===== src/rtl/uart_rx_if.sv =====
// Receive-side bundle between the UART receiver and the SoC IO decode.
// The slave modport is the receiver; the master modport is the SoC side.
interface uart_rx_if;
  logic       rx;
  logic [7:0] rx_data;
  logic       rx_valid;
  logic       rx_pop;
  logic       frame_err;
  logic       overrun;
  logic       err_clr;

  modport slave (
    input  rx,
    input  rx_pop,
    input  err_clr,
    output rx_data,
    output rx_valid,
    output frame_err,
    output overrun
  );

  modport master (
    output rx,
    output rx_pop,
    output err_clr,
    input  rx_data,
    input  rx_valid,
    input  frame_err,
    input  overrun
  );
endinterface


===== src/rtl/uart_rx.sv =====
// 8N1 UART receiver with mid-bit sampling, a small receive FIFO and
// sticky framing/overrun error flags.
module uart_rx #(
  parameter int unsigned CLK_MHZ    = 12,
  parameter int unsigned BAUD       = 115200,
  parameter int unsigned FIFO_DEPTH = 4
) (
  input  logic     clk,
  input  logic     resetn,
  uart_rx_if.slave bus
);

  localparam int unsigned ClksPerBit = CLK_MHZ * 1000000 / BAUD;
  localparam int unsigned HalfBit    = ClksPerBit / 2;
  localparam int unsigned CntW       = $clog2(ClksPerBit);
  localparam int unsigned PtrW       = $clog2(FIFO_DEPTH);
  localparam int unsigned CountW     = PtrW + 1;

  localparam logic [CntW-1:0]   CntBitLast  = CntW'(ClksPerBit - 1);
  localparam logic [CntW-1:0]   CntHalfLast = CntW'(HalfBit - 1);
  localparam logic [CountW-1:0] CountFull   = CountW'(FIFO_DEPTH);

  localparam logic [2:0] StIdle  = 3'd0;
  localparam logic [2:0] StStart = 3'd1;
  localparam logic [2:0] StData  = 3'd2;
  localparam logic [2:0] StStop  = 3'd3;
  localparam logic [2:0] StBreak = 3'd4;

  // Two-flop synchroniser, preset to the idle line level.
  logic sync1_q, rx_s_q;

  always_ff @(posedge clk or negedge resetn) begin
    if (!resetn) begin
      sync1_q <= 1'b1;
      rx_s_q  <= 1'b1;
    end else begin
      sync1_q <= bus.rx;
      rx_s_q  <= sync1_q;
    end
  end

  // Receive FSM
  logic [2:0]      state_q, state_d;
  logic [CntW-1:0] cnt_q, cnt_d;
  logic [2:0]      idx_q, idx_d;
  logic [7:0]      sr_q, sr_d;
  logic            push;
  logic            ferr_set;

  always_comb begin
    state_d  = state_q;
    cnt_d    = cnt_q;
    idx_d    = idx_q;
    sr_d     = sr_q;
    push     = 1'b0;
    ferr_set = 1'b0;
    case (state_q)
      StIdle: begin
        if (!rx_s_q) begin
          state_d = StStart;
          cnt_d   = '0;
        end
      end
      StStart: begin
        if (cnt_q == CntHalfLast) begin
          cnt_d = '0;
          idx_d = 3'd0;
          // A line back high at mid start bit was a glitch.
          state_d = rx_s_q ? StIdle : StData;
        end else begin
          cnt_d = cnt_q + 1'b1;
        end
      end
      StData: begin
        if (cnt_q == CntBitLast) begin
          cnt_d       = '0;
          sr_d[idx_q] = rx_s_q;
          idx_d       = idx_q + 3'd1;
          if (idx_q == 3'd7) begin
            state_d = StStop;
          end
        end else begin
          cnt_d = cnt_q + 1'b1;
        end
      end
      StStop: begin
        if (cnt_q == CntBitLast) begin
          cnt_d = '0;
          if (rx_s_q) begin
            push    = 1'b1;
            state_d = StIdle;
          end else begin
            ferr_set = 1'b1;
            state_d  = StBreak;
          end
        end else begin
          cnt_d = cnt_q + 1'b1;
        end
      end
      StBreak: begin
        if (rx_s_q) begin
          state_d = StIdle;
        end
      end
      default: state_d = StIdle;
    endcase
  end

  always_ff @(posedge clk or negedge resetn) begin
    if (!resetn) begin
      state_q <= StIdle;
      cnt_q   <= '0;
      idx_q   <= 3'd0;
      sr_q    <= 8'h00;
    end else begin
      state_q <= state_d;
      cnt_q   <= cnt_d;
      idx_q   <= idx_d;
      sr_q    <= sr_d;
    end
  end

  // Receive FIFO
  logic [7:0]        mem_q [FIFO_DEPTH];
  logic [PtrW-1:0]   wr_ptr_q, wr_ptr_d;
  logic [PtrW-1:0]   rd_ptr_q, rd_ptr_d;
  logic [CountW-1:0] count_q, count_d;
  logic              full;
  logic              pop_eff;
  logic              push_ok;
  logic              ovr_set;

  always_comb begin
    full     = (count_q == CountFull);
    pop_eff  = bus.rx_pop && (count_q != '0);
    // A simultaneous pop frees the slot the push needs.
    push_ok  = push && (!full || pop_eff);
    ovr_set  = push && full && !pop_eff;
    wr_ptr_d = push_ok ? wr_ptr_q + 1'b1 : wr_ptr_q;
    rd_ptr_d = pop_eff ? rd_ptr_q + 1'b1 : rd_ptr_q;
    count_d  = count_q;
    if (push_ok && !pop_eff) begin
      count_d = count_q + 1'b1;
    end else if (!push_ok && pop_eff) begin
      count_d = count_q - 1'b1;
    end
  end

  always_ff @(posedge clk or negedge resetn) begin
    if (!resetn) begin
      for (int i = 0; i < FIFO_DEPTH; i++) begin
        mem_q[i] <= 8'h00;
      end
      wr_ptr_q <= '0;
      rd_ptr_q <= '0;
      count_q  <= '0;
    end else begin
      if (push_ok) begin
        mem_q[wr_ptr_q] <= sr_q;
      end
      wr_ptr_q <= wr_ptr_d;
      rd_ptr_q <= rd_ptr_d;
      count_q  <= count_d;
    end
  end

  // Sticky error flags; a new event wins over a clear in the same cycle.
  logic frame_err_q, frame_err_d;
  logic overrun_q, overrun_d;

  always_comb begin
    frame_err_d = ferr_set | (frame_err_q & ~bus.err_clr);
    overrun_d   = ovr_set | (overrun_q & ~bus.err_clr);
  end

  always_ff @(posedge clk or negedge resetn) begin
    if (!resetn) begin
      frame_err_q <= 1'b0;
      overrun_q   <= 1'b0;
    end else begin
      frame_err_q <= frame_err_d;
      overrun_q   <= overrun_d;
    end
  end

  assign bus.rx_data   = mem_q[rd_ptr_q];
  assign bus.rx_valid  = (count_q != '0);
  assign bus.frame_err = frame_err_q;
  assign bus.overrun   = overrun_q;

endmodule


===== src/flat_wrapper.sv =====
// flat-port wrapper written by rule: the top's interface ports become plain ports
module uart_rx_flat 
#(
  parameter int unsigned CLK_MHZ    = 12,
  parameter int unsigned BAUD       = 115200,
  parameter int unsigned FIFO_DEPTH = 4
)
  (clk, resetn, bus_rx, bus_rx_pop, bus_err_clr, bus_rx_data, bus_rx_valid, bus_frame_err, bus_overrun);
  uart_rx_if bus_i ();
  input  logic clk;
  input  logic resetn;
  input wire logic [$bits(bus_i.rx)-1:0] bus_rx;
  input wire logic [$bits(bus_i.rx_pop)-1:0] bus_rx_pop;
  input wire logic [$bits(bus_i.err_clr)-1:0] bus_err_clr;
  output wire logic [$bits(bus_i.rx_data)-1:0] bus_rx_data;
  output wire logic [$bits(bus_i.rx_valid)-1:0] bus_rx_valid;
  output wire logic [$bits(bus_i.frame_err)-1:0] bus_frame_err;
  output wire logic [$bits(bus_i.overrun)-1:0] bus_overrun;
  assign bus_i.rx = bus_rx;
  assign bus_i.rx_pop = bus_rx_pop;
  assign bus_i.err_clr = bus_err_clr;
  assign bus_rx_data = bus_i.rx_data;
  assign bus_rx_valid = bus_i.rx_valid;
  assign bus_frame_err = bus_i.frame_err;
  assign bus_overrun = bus_i.overrun;
  uart_rx #(.CLK_MHZ(CLK_MHZ), .BAUD(BAUD), .FIFO_DEPTH(FIFO_DEPTH)) u_core (.clk(clk), .resetn(resetn), .bus(bus_i));
endmodule

===== config.mk =====
export PLATFORM = sky130hd
export DESIGN_NAME = uart_rx_flat
export DESIGN_NICKNAME = d
export VERILOG_FILES = /design/src/rtl/uart_rx_if.sv /design/src/rtl/uart_rx.sv /design/src/flat_wrapper.sv
export SDC_FILE = /design/constraint.sdc
export NUM_CORES = 1
export LEC_CHECK = 0
export BUFFER_PORTS_ARGS = -buffer_cell sky130_fd_sc_hd__buf_2
export CORE_UTILIZATION = 40
export CTS_BUF_LIST = sky130_fd_sc_hd__clkbuf_8 sky130_fd_sc_hd__clkbuf_16
export CTS_CLUSTER_SIZE = 25
export DETAILED_ROUTE_END_ITERATION = 12
export SYNTH_ARGS = -nofsm -noshare
export SYNTH_HDL_FRONTEND = slang
export SYNTH_SLANG_ARGS = --single-unit

===== constraint.sdc =====
create_clock -name clk -period 3.59 [get_ports clk]
set_input_delay 0.1795 -clock clk [delete_from_list [all_inputs] [get_ports clk]]
set_output_delay 0.1795 -clock clk [all_outputs]
set_load 0.005 [all_outputs]

=== Word-level counts from Yosys, hierarchy flattened ===
Index checks and enable logic that the tools add are counted.
Widths: inputs -> output; s select.

* Memories kept: 0
* Input bits: 5
* RAM bits: 0
* Output and inout bits: 11
* Memory bits (read-only): 0
* Flip-flop bits (word level): 64
* Word-level logic and storage cells: 102
* Bits in latches: 0

* Shifts and indexed selects: 0
* Div/mod/pow operators: 0
* $mul: 0
* Bitwise gates (word level): 7
* $lt $le $gt $ge: 5
* Eq/ne operators: 14
* Mux-type cells: 33
* Reductions and logical operators: 22
* $add $sub $neg: 6

{| class="wikitable"
|+ Operators with widths
! operator !! number
|-
| $mux 3 || 11
|-
| $bwmux 32 || 1
|-
| $mux 8 || 3
|-
| $mux 7 || 3
|-
| $pmux 7 s3 || 1
|-
| $bmux 8 s2 || 1
|-
| $demux 8 s2 || 1
|-
| $pmux 3 s5 || 1
|-
| $ne 2x1->1 const B || 5
|-
| $eq 3x3->1 const B || 3
|-
| $bwmux 8 || 1
|-
| $logic_and 1x1->1 || 8
|-
| $add 7x1->7 const B || 1
|-
| $eq 7x6->1 const B || 1
|-
| $eq 7x7->1 const B || 1
|-
| $mux 1 || 7
|-
| $add 3x1->3 const B || 2
|-
| $eq 3x2->1 const B || 2
|-
| $ge 3x3->1 const B || 2
|-
| $not 2->3 || 2
|-
| $pmux 3 s2 || 1
|-
| $reduce_and 6->1 || 1
|-
| $reduce_bool 3->1 || 2
|-
| $add 2x1->2 const B || 2
|-
| other kinds (18) || 24
|}

=== Longest topological paths before layout ===
Gate-level depths: netlist (run 1).

* Depth after elaboration: 8
* Mapped depth: 11
* Depth with buffers taken out: 10

=== Worst setup path after synthesis (run 1) ===
No wires, ideal clock.

* Path type: flip-flop to flip-flop
* Start: register u_core.cnt_q[3]
* End: register u_core.count_q[2]
* Required time: 3.511 ns
* Data arrival time: 2.403 ns
* Stages on the path, launching flop included: 11
* Buffers on the path: 1
* Path slack: 1.108 ns
* Path through: dfrtp_1 > buf_2 > and4bb_2 > nand4_4 > nor2_1 > ha_1 > inv_1 > fa_1 > xor2_1 > nor2_1 > xor2_1

* Word-level cells in the longest chain between the ends: 7
* Elaborated cells on any way between the ends: 9
* Classes of those cells: eq/ne (1); mux (3); reduce/logical (5)

{| class="wikitable"
|+ Ends and longest elaborated chain
! item !! line !! RTL
|-
| start: declaration || uart_rx.sv:44 || <nowiki>logic [CntW-1:0] cnt_q, cnt_d;</nowiki>
|-
| start signal: assignment || uart_rx.sv:117 || <nowiki>cnt_q <= cnt_d;</nowiki>
|-
| $eq 7x7->1 * || uart_rx.sv:87 || <nowiki>if (cnt_q == CntBitLast) begin</nowiki>
|-
| $mux 1 * || uart_rx.sv:87 ||
|-
| $mux 1 * || uart_rx.sv:57 || <nowiki>case (state_q)</nowiki>
|-
| $logic_and 1x1->1 * || uart_rx.sv:137 || <nowiki>push_ok = push && (!full || pop_eff);</nowiki>
|-
| via u_core.push_ok || uart_rx.sv:130 || <nowiki>logic push_ok;</nowiki>
|-
| $logic_not 1->1 || uart_rx.sv:144 || <nowiki>end else if (!push_ok && pop_eff) begin</nowiki>
|-
| $logic_and 1x1->1 || uart_rx.sv:144 ||
|-
| $reduce_bool 2->1 (no source line) || n/a ||
|-
| end signal: assignment || uart_rx.sv:163 || <nowiki>count_q <= count_d;</nowiki>
|-
| end: declaration || uart_rx.sv:127 || <nowiki>logic [CountW-1:0] count_q, count_d;</nowiki>
|}

The timed path passes the listed nets; every way through them passes the cells marked *.
A chain may end at the register's enable or synchronous reset.

=== Worst setup path in the final report (run 1) ===
* Start: register u_core.cnt_q[0]
* End: register u_core.count_q[2]

Same word-level chain as after synthesis.

==> results.cfg, run 1 <==
[cts]
clock-sinks = 64
clk_latency_ns = 0.34
clk_pin_slew_ns = 0.07
cts-buffers-inserted = 9
post-cts-setup-buffers = 0
root_buffer = clkbuf_8
cts_tree = built
cts_hold_buffers = 1
cts_buffer_depth = 2
cts.repair.resized = 0
htreeDepth = 3

[sta]
hold_ws_ns = -0.000414
fmax_ghz = 0.363
fin_tns_setup_ns = 0
drv_slew = 0
period_needed_ns = 2.76
timing.final.crit_share_pct = 76.8
setup_viol = 0
hold_viol = 1
slew_headroom_pct = 34.6
finalClockSkew_ns = 0.00871
grt_setup_unrepaired = no
tightest_slew_ns = 0.981

[placement]
hpwlAfterDp_um = 3540
portBuffers = 15
dpl_cell_area_um2 = 3280
place_inst = 341
routabilityCongestion = 0.756

[detailed_routing]
ant_nets = 0
num_vias = 1864
drt-total-wl_um = 5480
viasPerCell = 5.21
first_pass_iters = 4
wl_per_cell_um = 15.3
drt_iter0_markers = 94
drc = 0

[global_routing]
track_usage_pct = 15.4
first_global_vias = 1930
grt_pass1_wl_um = 9510
grt_start_max_net_pins = 46
antenna_found_initial = 0
grt_overflow = 0

[cells_and_area]
n_antenna_cell = 0
design_area_um2 = 3520
nNetsFinal = 268
drive_gt1_share_pct = 34.4
syn_to_final_growth_pct = 12.7
fin_cells = 358
n_fill_cell = 649

[synth]
ys_ff_latch = 64
ys.flop_type = dfrtp_1
synth-seq-area-share_pct = 51.3
synth_area_per_cell_um2 = 13.2
netlist_area_um2 = 3130
synth_cell_types = 45
yosys_warnings = 0
synthArstFlopShare_pct = 100
synth-edff-count = 0
synthCells = 237
synth_fp_nets = 251

[power]
p_comb_share_pct = 1.4
ir_worst_vdd_uv = 201
seq_power_share_pct = 50.2
power-per-cell-area_nw_per_um2 = 411
leakagePower_nw = 1.68
power_frac_clock_pct = 48.4
p_switching_w = 0.000308
power.internal_w = 0.00114
p_sw_share_pct = 21.3
finalPower_w = 0.00145

[critical_path]
worstPathMaxFanout = 8
critPathKind = reg2reg
start_kind = flip-flop
arrival_ns = 3.02
crit_path_max_incr_delay_ns = 0.43
required_ns = 3.86
crit_chain = ha_1 -> and2_1 -> nand4_4 -> nor2_1 -> ha_1 -> inv_1 -> fa_1 -> xor2_1 -> nor2_1 -> xor2_1
cp_top_family = simple AND/OR/NAND/NOR gates
crit_slowest_cell = fa_1
cp-end-kind = flip-flop
path_buf_inv = 1

[status]
violations = negative hold slack
run_status = finished with violations

[floorplan]
die_w_um = 90.4
core.rowCount = 31
pin_count = 16
design.die.area_um2 = 8170
core_um2 = 7410
die_h_um = 90.4
start_util_pct = 42.2

[hold_path]
hp-class = in2async

[job]
maxCapViolCount = 0
[sequential cells by signal, indices dropped and copies added, names as in the netlist]
name and cells:
u_core.sync1_q 1, u_core.wr_ptr_q 2, u_core.mem_q 32, u_core.cnt_q 7
u_core.state_q 3, u_core.sr_q 8, u_core.idx_q 3, u_core.bus.overrun 1
u_core.bus.frame_err 1, u_core.count_q 3, u_core.rx_s_q 1, u_core.rd_ptr_q 2
[cell usage after synthesis, types with 2 or more instances]
cell / instances / area (um2)
a21boi_0: 2 / 15.0
a21o_1: 3 / 22.5
a21oi_1: 3 / 15.0
a22o_1: 2 / 17.5
and3_1: 2 / 12.5
and4bb_2: 2 / 25.0
buf_2: 4 / 20.0
clkbuf_1: 5 / 18.8
dfrtp_1: 62 / 1550
dfstp_2: 2 / 52.6
ha_1: 8 / 100
inv_1: 13 / 48.8
mux2_1: 3 / 33.8
mux2_2: 40 / 450
mux4_2: 8 / 180
nand2_1: 8 / 30.0
nand2b_1: 2 / 12.5
nand3_1: 5 / 25.0
nand4_1: 2 / 12.5
nand4b_1: 5 / 43.8
nor2_1: 9 / 33.8
nor2b_1: 2 / 12.5
nor3_4: 4 / 65.1
nor4bb_1: 2 / 20.0
o2111ai_1: 2 / 17.5
o211ai_1: 6 / 45.0
o21ai_0: 8 / 40.0
o22ai_1: 2 / 12.5
xnor2_1: 4 / 35.0
xor2_1: 2 / 17.5
[final cells by class]
| class | instances | area, um2 | share of cell area [%] |
|---|---|---|---|
| repair buffers | 17 | 92.6 | 2.63 |
| inverters | 13 | 48.8 | 1.39 |
| multi-input cells | 149 | 1420 | 40.4 |
| clock inverters | 6 | 92.6 | 2.63 |
| flip-flops and latches | 64 | 1600 | 45.5 |
| well taps | 99 | 124 | 3.52 |
| clock buffers | 10 | 138 | 3.91 |
[path summary, 6_finish.rpt]
| path | slack (ns) | cells after the start | start | end |
|---|---|---|---|---|
| max | 0.83 | 10 | u_core.cnt_q[0] | u_core.count_q[2] |
| min | -0.0004 | 1 | resetn | u_core.cnt_q[2] |
| max reg2reg | 0.83 | 10 | u_core.cnt_q[0] | u_core.count_q[2] |
| min reg2reg | 0.36 | 0 | u_core.sync1_q | u_core.rx_s_q |
| max in group asynchronous | 2.76 | 2 | resetn | u_core.mem_q[1] |
| min in group clk | 0.04 | 2 | bus_err_clr | u_core.bus.frame_err |
[kinds of logic after synthesis]
group | Yosys count | share of synthesized area, %
xor+xnor | 6 | 1.68
buf+inv | 24 | 3.16
simple gates | 51 | 11.8
flops | 64 | 51.3
compound gates | 32 | 6.93
fa+ha+maj | 9 | 3.84
mux | 51 | 21.3
[stage by stage]
stage               utilization, %  worst slack [ns]
floorplan                        -              1.11
global placement              44.3             0.956
detailed placement            44.3             0.845
CTS                           47.5             0.823
global route                  47.5             0.635
finish                        47.5             0.833
[per-layer routing]
metal  GRT usage (%)  up-vias  part of all wire [%]
met1            20.3      924                    49
met3            3.45       11                   2.8
met4            10.3        0                   2.9
met5               0        -                     0
met2            22.7       24                    45
li1                -      905                     -
[placed cells by master, fill, tap and decap left out, types with 3 or more instances in the layout]
| cell | count |
|---|---|
| mux2_1 | 3 |
| xnor2_1 | 4 |
| inv_1 | 13 |
| a21oi_1 | 3 |
| nand2_1 | 8 |
| dfrtp_1 | 62 |
| nand3_1 | 5 |
| ha_1 | 8 |
| mux2_2 | 40 |
| clkbuf_8 | 10 |
| buf_2 | 15 |
| o211ai_1 | 6 |
| o21ai_0 | 8 |
| a21o_1 | 3 |
| nand4b_1 | 5 |
| nor3_4 | 4 |
| nor2_1 | 9 |
| mux4_2 | 8 |
[power groups by stage]
stage          Sequential, W  Clock, W  Combinational, W
6_report            0.000725  0.000700         0.0000203
3_3_place_gp        0.000740         0         0.0000211
2_1_floorplan       0.000738         0        0.00000423
5_1_grt             0.000725  0.000758         0.0000243
4_1_cts             0.000725  0.000728         0.0000218
3_5_place_dp        0.000739         0         0.0000208
Power figures use the tool's default switching activity.
==> run 2: changes to the inputs <==
Clock period 3.59 ns to 2.7 ns, I/O delays scaled along.
==> results.cfg, run 2 (synthesized netlist as in run 1, its figures left out) <==
[placement]
hpwlAfterDp_um = 3680
portBuffers = 15
pre_cts_ws_ns = 0.308
routabilityCongestion = 0.737

[power]
power-per-cell-area_nw_per_um2 = 494
ir_worst_vdd_uv = 253
leakagePower_nw = 1.70

[floorplan]
core_um2 = 7410
die_w_um = 90.4
design.die.area_um2 = 8170
die_h_um = 90.4
start_util_pct = 42.2
pin_count = 16
core.rowCount = 31

[critical_path]
crit_path_max_incr_delay_ns = 0.42
r2r_setup_slack_ns = 0.29
required_ns = 2.96
start_kind = flip-flop
arrival_ns = 2.67
critPathKind = reg2reg
worstPathMaxFanout = 8
crit_chain = ha_1 -> and2_1 -> nand4_4 -> nor2_1 -> ha_1 -> inv_1 -> fa_1 -> xor2_1 -> nor2_1 -> xor2_1
crit_slowest_cell = fa_1
cp-end-kind = flip-flop

[sta]
tightest_slew_ns = 0.701
setup_viol = 0
hold_viol = 0
fmax_ghz = 0.415
grt_setup_unrepaired = no
drv_slew = 0
period_needed_ns = 2.41
fin_tns_setup_ns = 0
worst_slack_ns = 0.291
timing.final.crit_share_pct = 89.2
slew_headroom_pct = 53.3
finalClockSkew_ns = 0.00766

[cts]
clock-sinks = 64
cts-buffers-inserted = 9
cts.repair.resized = 0
cts_tree = built
cts_buffer_depth = 2
clk_pin_slew_ns = 0.07
clk_latency_ns = 0.34
root_buffer = clkbuf_8
htreeDepth = 3
post-cts-setup-buffers = 0

[detailed_routing]
ant_nets = 0
viasPerCell = 5.27
drt_iter0_markers = 84
first_pass_iters = 4
num_vias = 1919
drt-total-wl_um = 5520
drc = 0
wl_per_cell_um = 15.2

[global_routing]
track_usage_pct = 15.2
grt_pass1_wl_um = 9550
grt_start_max_net_pins = 36
grt_overflow = 0
antenna_found_initial = 0
first_global_vias = 1940

[cells_and_area]
syn_to_final_growth_pct = 13.1
largestRegisters = u_core.mem_q: 32 flops, u_core.sr_q: 8 flops, u_core.cnt_q: 7 flops
nNetsFinal = 274
mostFrequentLayoutCells = dfrtp_1, mux2_2, buf_2
largest-register = u_core.mem_q
drive_gt1_share_pct = 35.1
largest_reg_flops = 32
n_fill_cell = 696
final_common_cell = dfrtp_1
n_antenna_cell = 0

[status]
run_status = finished clean

[job]
maxCapViolCount = 0

[hold_path]
hp-class = in2reg
run 2: cell types whose count changed in the layout (fill, tap and decap cells not counted):
cell | before | now
inv_6 | 0 | 1
bufinv_16 | 2 | 0
buf_12 | 0 | 1
buf_4 | 1 | 4
dlygate4sd3_1 | 1 | 3
clkinv_2 | 0 | 2
clkinvlp_4 | 2 | 1
run 2: stage by stage:
step	power [W]	hold WS, ns	cells	cell area (um2)	utilization, %
after global routing	0.00182	0.134	364	3540	47.7
final	0.00175	0.107	364	3540	47.7
after CTS	0.00177	0.0956	364	3540	47.7
after detailed placement	0.00102	0.229	345	3320	44.9
after floorplan	0.000986	-0.161	237	3130	-
after global placement	0.00102	0.229	345	3320	44.9
run 2: critical path, delay by kind of cell, from the launching register on:
family        cells  cell delay (ns)
fa+ha+maj         3             0.85
simple gates      4             0.73
flops             1             0.38
xor+xnor          2             0.31
buf+inv           1             0.07
run 2: per-layer routing:
layer	share of wire [%]	track usage [%]	vias to the layer above
met2	46	23.3	19
met4	2.0	8.87	0
met5	0	0	-
li1	-	-	911
met3	2.1	2.61	8
met1	50	20.3	981
run 2: report_power, final:
group          switching (W)  internal, W
Sequential       0.000000530     0.000961
Clock               0.000386     0.000361
Combinational      0.0000265    0.0000107
Total               0.000413      0.00133
run 2: final cells by class:
| class | count | area (um2) | share of cell area (%) |
|---|---|---|---|
| Clock buffer | 10 | 138 | 3.89 |
| Timing Repair Buffer | 23 | 155 | 4.39 |
| Tap cell | 99 | 124 | 3.50 |
| Inverter | 13 | 48.8 | 1.38 |
| Multi-Input combinational cell | 149 | 1420 | 40.2 |
| Sequential cell | 64 | 1600 | 45.4 |
| Clock inverter | 6 | 43.8 | 1.24 |
run 2: path summary, 6_finish.rpt:
kind | end | depth (start not counted) | from
max | u_core.count_q[2] | 10 | u_core.cnt_q[0]
min | u_core.rd_ptr_q[0] | 3 | bus_rx_pop
max reg2reg | u_core.count_q[2] | 10 | u_core.cnt_q[0]
min reg2reg | u_core.rx_s_q | 0 | u_core.sync1_q
max in group asynchronous | u_core.mem_q[7] | 3 | resetn
min in group asynchronous | u_core.bus.overrun | 2 | resetn
run 2: repair_timing:
item / CTS / global route
hold endpoints to repair: 30 / 0
setup endpoints to repair: 0 / 0
hold buffers: 3 / 0
==> run 3: changes to the inputs <==
Settings changed: CORE_UTILIZATION 40 to 56, PLACE_DENSITY set to 0.71.
==> results.cfg, run 3 (synthesized netlist as in run 1, its figures left out) <==
[critical_path]
r2r_start = u_core.cnt_q[3]
required_ns = 2.96
cp-end-kind = flip-flop
crit_end = u_core.count_q[2]
reg2reg_depth = 9
r2r_end = u_core.count_q[2]
critPathKind = reg2reg
startpoint = u_core.cnt_q[3]
r2r_setup_slack_ns = 0.32
start_kind = flip-flop
arrival_ns = 2.63
worstPathMaxFanout = 9

[cts]
htreeDepth = 3
clock-sinks = 64
clk_latency_ns = 0.34
cts-buffers-inserted = 9
root_buffer = clkbuf_8
clk_pin_slew_ns = 0.07
cts_buffer_depth = 2
cts_tree = built

[sta]
drv_slew = 0
setup_viol = 0
slew_headroom_pct = 47.1
tightest_slew_ns = 0.793
timing.final.crit_share_pct = 88.1
hold_ws_ns = 0.117
fin_tns_setup_ns = 0
grt_setup_unrepaired = no
fmax_ghz = 0.420
period_needed_ns = 2.38
finalClockSkew_ns = 0.0117
hold_viol = 0

[placement]
portBuffers = 15
routabilityCongestion = 0.764
hpwlAfterDp_um = 3440
dpl_cell_area_um2 = 3280

[floorplan]
die_h_um = 76.7
die_w_um = 76.7
design.die.area_um2 = 5880
core_um2 = 5240
core.rowCount = 26
pin_count = 16
start_util_pct = 59.7

[cells_and_area]
syn_to_final_growth_pct = 12.4
largest_reg_flops = 32
nNetsFinal = 274
mostFrequentLayoutCells = dfrtp_1, mux2_2, buf_2
seqCellArea_um2 = 1600
n_antenna_cell = 0
largestRegisters = u_core.mem_q: 32 flops, u_core.sr_q: 8 flops, u_core.cnt_q: 7 flops
fin_util_pct = 67.1
n_fill_cell = 395
drive_gt1_share_pct = 34.8
final_common_cell = dfrtp_1
largest-register = u_core.mem_q
multi_input_area_um2 = 1420
design_area_um2 = 3510

[power]
finalPower_w = 0.00184
p_sw_share_pct = 20.5
power_frac_clock_pct = 45.9
leakagePower_nw = 1.71
power-per-cell-area_nw_per_um2 = 524
p_comb_share_pct = 1.9
ir_worst_vdd_uv = 388
seq_power_share_pct = 52.3
power.internal_w = 0.00146
p_switching_w = 0.000377

[detailed_routing]
drt_iter0_markers = 97
viasPerCell = 5.67
first_pass_iters = 4
drc = 0
num_vias = 1894
wl_per_cell_um = 16.2
ant_nets = 0
drt-total-wl_um = 5410

[global_routing]
grt_overflow = 0
antenna_found_initial = 0
track_usage_pct = 20.9
grt_start_max_net_pins = 65
grt_pass1_wl_um = 9280
first_global_vias = 1877

[hold_path]
hp-class = in2reg
hold_start = bus_rx_pop

[job]
maxCapViolCount = 0

[status]
run_status = finished clean
==> run 3: cell count changes in the layout (fill, tap and decap cells not counted), sizes merged <==
| cell | change |
|---|---|
| bufinv | +1 |
| clkinv | -4 |
| clkbuf | +2 |
==> run 3: worst min-delay path by stage <==
stage	depth (start not counted)	slack (ns)	to
4_1_cts	3	0.10	u_core.rd_ptr_q[0]
3_3_place_gp	1	0.24	u_core.sync1_q
5_1_grt	3	0.14	u_core.rd_ptr_q[0]
6_report	3	0.12	u_core.rd_ptr_q[0]
3_5_place_dp	1	0.24	u_core.sync1_q
2_1_floorplan	0	-0.16	u_core.bus.frame_err
==> run 3: stage by stage <==
| stage | instances | setup WS [ns] |
|---|---|---|
| final | 334 | 0.322 |
| after global routing | 334 | 0.0724 |
| after CTS | 334 | 0.232 |
| after detailed placement | 316 | 0.260 |
| after global placement | 316 | 0.367 |
| after floorplan | 237 | 0.218 |
==> run 3: repair_timing <==
action	in CTS	in global routing
hold endpoints to repair	12	0
setup endpoints to repair	0	1
resized for setup	0	1
hold buffers	3	0
buffers inserted	0	0
==> run 3: cell type report <==
| class | count | area share, % |
|---|---|---|
| flip-flops and latches | 64 | 45.7 |
| multi-input cells | 149 | 40.5 |
| clock buffers | 12 | 4.70 |
| repair buffers | 23 | 4.06 |
| well taps | 70 | 2.49 |
| inverters | 13 | 1.39 |
| clock inverters | 3 | 1.18 |
==> run 3: routing by layer <==
layer	GRT usage (%)	share of wire, %	up-vias
li1	-	-	920
met3	5.00	3.6	7
met2	30.8	45	33
met1	30.0	50	934
met5	0	0	-
met4	8.08	1.2	0
==> run 3: worst max-delay path, cell delays in order, from the launching register on <==
cell and delay, ns:
dfrtp_1 0.46, and4bb_2 0.43, nand4_4 0.11, nor2_1 0.18
ha_1 0.21, inv_1 0.07, fa_1 0.43, xor2_1 0.16
nor2_1 0.12, xor2_1 0.15
==> run 3: power by group through the flow <==
stage | sequential [W] | combinational, W | clock [W]
6_report | 0.000962 | 0.0000343 | 0.000845
5_1_grt | 0.000961 | 0.0000402 | 0.000900
4_1_cts | 0.000962 | 0.0000361 | 0.000862
3_5_place_dp | 0.000980 | 0.0000329 | 0
3_3_place_gp | 0.000980 | 0.0000326 | 0
2_1_floorplan | 0.000981 | 0.00000562 | 0
